==> src/rtl/ram_access_unit.sv <==
// Load/store bridge onto one port of a byte-write data RAM: column enables, lane-aligned loads,
// in-order responses with a small skid FIFO. Define AURORA_RAM_RANGE_CHECK_EN to flag out-of-range addresses.
module ram_access_unit #(
  parameter int unsigned RAM_DEPTH = 16384,
  parameter int unsigned LATENCY   = 1,
  localparam int unsigned AW       = $clog2(RAM_DEPTH)
) (
  input  logic          clk,
  input  logic          rst,
  input  logic          req_valid,
  output logic          req_ready,
  input  logic [31:0]   req_addr,
  input  logic          req_we,
  input  logic [1:0]    req_size,
  input  logic          req_unsigned,
  input  logic [31:0]   req_wdata,
  output logic          rsp_valid,
  input  logic          rsp_ready,
  output logic [31:0]   rsp_rdata,
  output logic          rsp_error,
  output logic [AW-1:0] ram_addr,
  output logic [31:0]   ram_din,
  output logic          ram_en,
  output logic [3:0]    ram_we,
  input  logic [31:0]   ram_dout
);

  localparam int unsigned D  = LATENCY + 1;
  localparam int unsigned PW = $clog2(D);
  localparam int unsigned CW = $clog2(2 * D + 1);

  if (LATENCY < 1 || LATENCY > 2) begin : gen_bad_latency
    $error("ram_access_unit: LATENCY must be 1 or 2");
  end

  typedef struct packed {
    logic [1:0] off;
    logic [1:0] size;
    logic       uns;
    logic       we;
    logic       err;
  } tag_t;

  typedef struct packed {
    logic        err;
    logic [31:0] data;
  } rsp_t;

  logic          size_err, misalign, range_err, req_err, accept;
  logic [3:0]    wmask;
  logic          unused_addr;

  logic [LATENCY-1:0] pipe_vld_q, pipe_vld_d;
  tag_t               pipe_tag_q [LATENCY];
  tag_t               pipe_tag_d [LATENCY];

  logic          exit_vld;
  tag_t          exit_tag;
  rsp_t          exit_rsp;
  logic [7:0]    lane_byte;
  logic [15:0]   lane_half;
  logic [31:0]   fmt_data;

  rsp_t          fifo_q [D];
  rsp_t          fifo_d [D];
  logic [PW-1:0] wr_ptr_q, wr_ptr_d, rd_ptr_q, rd_ptr_d;
  logic [CW-1:0] cnt_q, cnt_d;
  logic [CW-1:0] inflight, outstanding;
  logic          fifo_empty, push, pop;
  rsp_t          rsp_sel;

  function automatic logic [PW-1:0] ptr_inc(input logic [PW-1:0] p);
    return (p == PW'(D - 1)) ? '0 : p + 1'b1;
  endfunction

  // Request decode and the RAM side, combinational from the request
  always_comb begin
    size_err = (req_size == 2'b11);
    misalign = ((req_size == 2'b01) && req_addr[0]) ||
               ((req_size == 2'b10) && (req_addr[1:0] != 2'b00));
`ifdef AURORA_RAM_RANGE_CHECK_EN
    range_err = (req_addr >> (AW + 2)) != 32'd0;
`else
    range_err = 1'b0;
`endif
    req_err = size_err | misalign | range_err;
    // Held reset must keep the RAM quiet even though req_ready reads 1
    accept  = req_valid & req_ready & rst;
  end

  assign unused_addr = ^req_addr[31:AW+2];
  assign ram_addr    = req_addr[AW+1:2];

  always_comb begin
    wmask   = 4'b0000;
    ram_din = req_wdata;
    case (req_size)
      2'b00: begin
        wmask   = 4'b0001 << req_addr[1:0];
        ram_din = {4{req_wdata[7:0]}};
      end
      2'b01: begin
        wmask   = 4'b0011 << req_addr[1:0];
        ram_din = {2{req_wdata[15:0]}};
      end
      2'b10:   wmask = 4'b1111;
      default: wmask = 4'b0000;
    endcase
    ram_en = accept & ~req_err;
    ram_we = (ram_en & req_we) ? wmask : 4'b0000;
  end

  // Tag pipeline tracks each accepted request across the RAM read latency
  always_comb begin
    pipe_vld_d[0]      = accept;
    pipe_tag_d[0].off  = req_addr[1:0];
    pipe_tag_d[0].size = req_size;
    pipe_tag_d[0].uns  = req_unsigned;
    pipe_tag_d[0].we   = req_we;
    pipe_tag_d[0].err  = req_err;
    for (int i = 1; i < LATENCY; i++) begin
      pipe_vld_d[i] = pipe_vld_q[i-1];
      pipe_tag_d[i] = pipe_tag_q[i-1];
    end
  end

  assign exit_vld = pipe_vld_q[LATENCY-1];
  assign exit_tag = pipe_tag_q[LATENCY-1];

  always_comb begin
    lane_byte = ram_dout[{exit_tag.off, 3'b000} +: 8];
    lane_half = exit_tag.off[1] ? ram_dout[31:16] : ram_dout[15:0];
    case (exit_tag.size)
      2'b00:   fmt_data = {{24{~exit_tag.uns & lane_byte[7]}}, lane_byte};
      2'b01:   fmt_data = {{16{~exit_tag.uns & lane_half[15]}}, lane_half};
      2'b10:   fmt_data = ram_dout;
      default: fmt_data = 32'd0;
    endcase
    if (exit_tag.we || exit_tag.err) begin
      fmt_data = 32'd0;
    end
    exit_rsp.err  = exit_tag.err;
    exit_rsp.data = fmt_data;
  end

  // Response path: FIFO head has priority, otherwise the exiting tag bypasses
  always_comb begin
    fifo_empty = (cnt_q == '0);
    pop        = ~fifo_empty & rsp_ready;
    push       = exit_vld & ~(fifo_empty & rsp_ready);

    if (!fifo_empty) begin
      rsp_valid = 1'b1;
      rsp_sel   = fifo_q[rd_ptr_q];
    end else if (exit_vld) begin
      rsp_valid = 1'b1;
      rsp_sel   = exit_rsp;
    end else begin
      rsp_valid = 1'b0;
      rsp_sel   = '0;
    end
    rsp_rdata = rsp_sel.data;
    rsp_error = rsp_sel.err;
  end

  always_comb begin
    fifo_d   = fifo_q;
    wr_ptr_d = wr_ptr_q;
    rd_ptr_d = rd_ptr_q;
    if (push) begin
      fifo_d[wr_ptr_q] = exit_rsp;
      wr_ptr_d         = ptr_inc(wr_ptr_q);
    end
    if (pop) begin
      rd_ptr_d = ptr_inc(rd_ptr_q);
    end
    cnt_d = cnt_q + CW'(push) - CW'(pop);
  end

  // Admission uses registered state only, so rsp_ready never reaches req_ready
  always_comb begin
    inflight = '0;
    for (int i = 0; i < LATENCY; i++) begin
      inflight = inflight + CW'(pipe_vld_q[i]);
    end
    outstanding = inflight + cnt_q;
    req_ready   = (outstanding < CW'(D));
  end

  always_ff @(posedge clk or negedge rst) begin
    if (!rst) begin
      pipe_vld_q <= '0;
      for (int i = 0; i < LATENCY; i++) begin
        pipe_tag_q[i] <= '0;
      end
      for (int i = 0; i < D; i++) begin
        fifo_q[i] <= '0;
      end
      wr_ptr_q <= '0;
      rd_ptr_q <= '0;
      cnt_q    <= '0;
    end else begin
      pipe_vld_q <= pipe_vld_d;
      pipe_tag_q <= pipe_tag_d;
      fifo_q     <= fifo_d;
      wr_ptr_q   <= wr_ptr_d;
      rd_ptr_q   <= rd_ptr_d;
      cnt_q      <= cnt_d;
    end
  end

endmodule

==> config.mk <==
export PLATFORM = sky130hd
export DESIGN_NAME = ram_access_unit
export DESIGN_NICKNAME = d
export VERILOG_FILES = /design/src/rtl/ram_access_unit.sv
export SDC_FILE = /design/constraint.sdc
export NUM_CORES = 1
export LEC_CHECK = 0
export ABC_AREA = 1
export CAP_MARGIN = 10
export CORE_MARGIN = 5
export CORE_UTILIZATION = 35
export DETAILED_ROUTE_END_ITERATION = 6
export GPL_TIMING_DRIVEN = 0
export HOLD_SLACK_MARGIN = 0.05
export PLACE_DENSITY = 0.69
export SYNTH_ARGS = -nofsm -noshare
export SYNTH_HDL_FRONTEND = slang
export SYNTH_SLANG_ARGS = --single-unit
==> constraint.sdc <==
create_clock -name clk -period 6 [get_ports clk]
set_input_delay 0.6 -clock clk [delete_from_list [all_inputs] [get_ports clk]]
set_output_delay 0.6 -clock clk [all_outputs]
set_load 0.1 [all_outputs]
Word-level counts from Yosys, hierarchy flattened:

Cells that the tools add are included.

* memory bits (writable): 0
* bits in latches: 0
* memory bits (read-only): 0
* input bits: 104
* memories: 0
* word-level logic and storage cells: 73
* register bits after elaboration: 79

* reduce and logical (&&, ||, !) cells: 9
* shift operators: 3
* muxes and demuxes: 18
* add/subtract/negate cells: 5
* bitwise logic cells: 16
* $lt $le $gt $ge: 4
* div/mod/pow operators: 0
* equal/unequal tests: 5
* $mul: 0

Operators with widths (number)
* 33-bit 2-to-1 mux: 6
* 32-bit one-hot mux with 3 select lines: 1
* 66-bit bitwise mux: 1
* 32-bit one-hot mux with 2 select lines: 1
* 33-bit demux with 1-bit select: 1
* 32-bit 2-to-1 mux: 1
* 32-bit by 6-bit variable part select with 8-bit output: 1
* 16-bit 2-to-1 mux: 1
* 4-bit one-hot mux with 3 select lines: 1
* 1-bit AND: 9
* 2-bit equality test, second input constant: 3
* 2-bit by 1-bit equality test with 1-bit output, second input constant: 2
* 2-bit >= comparator, second input constant: 2
* 2-bit zero test: 2
* 1-bit 2-to-1 mux: 4
* 4-bit 2-to-1 mux: 1
* 1-bit inverter: 4
* 1-bit inverter with 2-bit output: 2
* 1-bit by 2-bit left shift with 4-bit output, first input constant: 1
* 2-bit by 2-bit left shift with 4-bit output, first input constant: 1
* 1-bit by 3-bit adder with 3-bit output: 1
* 3-bit by 1-bit adder with 3-bit output: 1
* 1-bit logical AND: 3
* 3-bit zero test: 1
* 7 further kinds: 9

Longest topological paths before layout:

* word-level depth: 8
* depth in mapped cells: 11
* depth with buffers taken out: 11

Worst setup path after synthesis:

OpenSTA, ideal clock, no wires.

* kind: register to output
* start point: register pipe_vld_q (netlist: exit_vld)
* end point: output ram_en
* required time: 5400 ps
* data arrival time: 3815 ps
* stages on the path, launching flop included: 6
* slack: 1585 ps
* cells stage by stage: dfrtp_1 nand2_1 inv_1 ha_1 nand3b_1 nor4_1

* longest elaborated chain between the ends: 5

RTL lines
* start: declaration: line 53 `logic [LATENCY-1:0] pipe_vld_q, pipe_vld_d;`
* start signal: assignment: line 203 `pipe_vld_q <= pipe_vld_d;`
* 1-bit by 3-bit adder with 3-bit output: line 186 `outstanding = inflight + cnt_q;`
* 3-bit by 2-bit < comparator with 1-bit output: line 187 `req_ready = (outstanding < CW'(D));`
* 1-bit AND (2 in a row): line 88 `accept = req_valid & req_ready & rst;`
* 1-bit AND: line 109 `ram_en = accept & ~req_err;`
* end: declaration: line 23 `output logic ram_en,`

No other way between the ends.

Worst setup path after layout:

* start point: input req_size[1]
* end point: output ram_din[14]

* longest elaborated chain between the ends: 2
* elaborated cells on any way between the ends: 3
* those cells by class: eq/ne (1); mux (1); reduce/logical (1)

RTL lines
* start: declaration: line 14 `input logic [1:0] req_size,`
* 2-bit by 1-bit equality test with 1-bit output or 2-bit zero test (tied branches): line 97 `case (req_size)`
* 32-bit one-hot mux with 2 select lines (*): line 97
* end: declaration: line 22 `output logic [31:0] ram_din,`

Every way passes the cells marked *; elsewhere a longest branch is shown, timed or not.

==> impl_metrics.tcl <==
set metrics [dict create \
    status "finished, final reports clean" \
    drt-total-wl_um 18680 \
    finalHoldViolCount 0 \
    yosysTopAreaCell "dfrtp_1" \
    reg2reg_slack_ns 3.66 \
    synth_seq_cells 79 \
    viasPerCell 5.028 \
    tightest_slew_ns 1.003 \
    start_util 0.3560 \
    timing.rr.start "cnt_q[1]" \
    die-area_mm2 0.01805 \
    finClkSkew_ns 0.009404 \
    wl_per_cell_um 16.45 \
    die_y_um 134.3 \
    cts_hold_buf 0 \
    cap_violations 0 \
    htree_levels 3 \
    setup_viol 0 \
    io_pins 190 \
    num_vias 5712 \
    layout_min_cycle_time_ns 4.104 \
    antenna_cells 0 \
    insertion_delay_ns 0.34 \
    period_share 0.6840 \
    io_buffers 159 \
    timing.fmax_ghz 0.2437 \
    design_area_mm2 0.007562 \
    cts_setup_buffers 0 \
    finalNetCount 1051 \
    place_hpwl_um 14060 \
    synthTopCellsByArea "dfrtp_1 (37%), nand2_1 (20%), nand3_1 (7.9%)" \
    grt_max_degree 42 \
    total_power_mw 3.642 \
    synthMuxAreaShare 0 \
    postRouteAntennaNets 0 \
    coreArea_mm2 0.01520 \
    setup.worst_path.start_class "input pin" \
    first_pass_iters 5 \
    power_leakage_nw 3.828 \
    required_ns 5.40 \
    reg2reg_depth 10 \
    cts_resized 0 \
    drc 0 \
    tritoncts "yes" \
    layout-drive-gt1-share 0.1477 \
    synth_xor_area_frac 0.004855 \
    clk_pin_slew_ns 0.06 \
    powerDensity_mw_per_mm2 481.5 \
    syn_avg_cell_area_um2 7.010 \
    synth_fa_ha_area_frac 0.01064 \
    syn_inst 772 \
    cts_root_buffer "clkbuf_16" \
    cts_buffer_depth 2 \
    syn_area_mm2 0.005411 \
    layout_commonest_cell "nand2_1" \
    synth_top_area_share 0.3653 \
    rsz0062_at_grt "false" \
    endpoint_kind "output pin" \
    routabilityCongestion 0.9227 \
    yosysSeqAreaShare 0.3653 \
    critPathArrivalTime_ns 3.50 \
    dieWidth_um 134.3 \
    antenna_found_initial 0 \
    cts_made_buffers 9 \
    finalMaxSlewViolations 0 \
    hp-class "input pin to async pin" \
    grt_pass1_wl_um 29670 \
    final_cell_mix "nand2_1 (293), clkdlybuf4s50_1 (158), nand3_1 (85)" \
    syn2layout_area_growth_pct 39.75 \
    drt_iter0_drc 514 \
    synth_nets 880 \
    track_usage 0.2081 \
    clock-sinks 79 \
    path_max_fanout 10 \
    dpl_cell_area_mm2 0.007256 \
    grt_pass1_vias 5605 \
    critPathKind "input pin to output pin" \
    max-slew-margin-rel 0.3292 \
    synth-simple-area-share 0.3808 \
    grt_overflow 0 \
    ir_drop_v 0.0002537 \
    timing.rr.end "cnt_q[2]" \
    ys_types 36 \
    synth_compound_area_frac 0.1089 \
    yosys_warnings 0 \
    num_rows 45 \
    synth_top_family_by_area "simple AND/OR/NAND/NOR gates" \
]
critical path: stages:
cell,delay [ns]
clkdlybuf4s50_1,0.51
nor2_1,0.53
clkbuf_1,0.40
nand2_1,0.12
o21ai_0,0.14
clkdlybuf4s50_1,1.19
metal layers:
layer  wire, um  vias up  global-route usage
met5          0        -                   0
met3       1931       31             0.06489
li1           -     2793                   -
met2       8562      276              0.3330
met4        375        0             0.05826
met1       7816     2612              0.2724
power by group:
group          switching, mW  leakage (nW)  total [mW]  internal, mW
combinational           1.71          2.62        2.33         0.618
clock                  0.222         0.151       0.586         0.364
sequential            0.0729          1.06       0.730         0.657
total                   2.00          3.83        3.64          1.64
Yosys cell counts (all sizes together):
library cell and n:
nor3 1, a22oi 1, a32o 1, buf 52, fa 1, nand2 317
or2 32, clkinv 1, nor4 1, nand4 1, nor2 26, nand3b 2
dfrtp 79, ha 3, xor2 2, clkbuf 15, xnor2 1, inv 59
nand3 86, a211oi 1, o21ai 40, a21oi 9, o211ai 41
sequential cells by signal, indices dropped and copies added, names as in the netlist:
register / flops
wr_ptr_q: 1
cnt_q: 3
exit_tag: 6
rd_ptr_q: 1
exit_rsp: 1
fifo_q: 66
exit_vld: 1
metrics by stage:
stage	hold slack, ns	instances	worst slack (ns)	utilization	setup TNS [ns]
detailed placement	0.4568	1120	1.827	0.4773	0
global placement	0.4535	1119	-0.4245	0.4761	-1.858
CTS	0.2710	1136	1.839	0.4974	0
global route	0.2903	1136	1.720	0.4974	0
floorplan	0.3044	772	1.585	-	0
finish	0.2417	1136	1.896	0.4974	0
kinds of logic (layout without fill, tap and decap cells):
kind of cell             Yosys count  count (layout)
XOR/XNOR                           3               3
AND/OR/NAND/NOR                  466             466
AO/OA/AOI/OAI                     93              93
flip-flops                        79              79
adder cells (fa/ha/maj)            4               4
buffers and inverters            127             303
worst max-delay path by stage:
stage | to | startpoint
after global routing | ram_din[14] | req_size[1]
after floorplan | ram_en | exit_vld
after detailed placement | ram_din[14] | req_size[1]
after global placement | ram_we[0] | rst
after CTS | ram_din[14] | req_size[1]
final | ram_din[14] | req_size[1]
area by class of cell:
| type | count | area, um^2 |
|---|---|---|
| buffer | 67 | 473.0 |
| clock buffer | 12 | 236.5 |
| sequential | 79 | 1977 |
| fill | 1517 | 7640 |
| multi-input combinational | 566 | 2734 |
| timing repair buffer | 160 | 1609 |
| tap | 188 | 235.2 |
| inverter | 60 | 227.7 |
| clock inverter | 4 | 70.07 |
No activity file was read; power rests on OpenSTA's default activity.
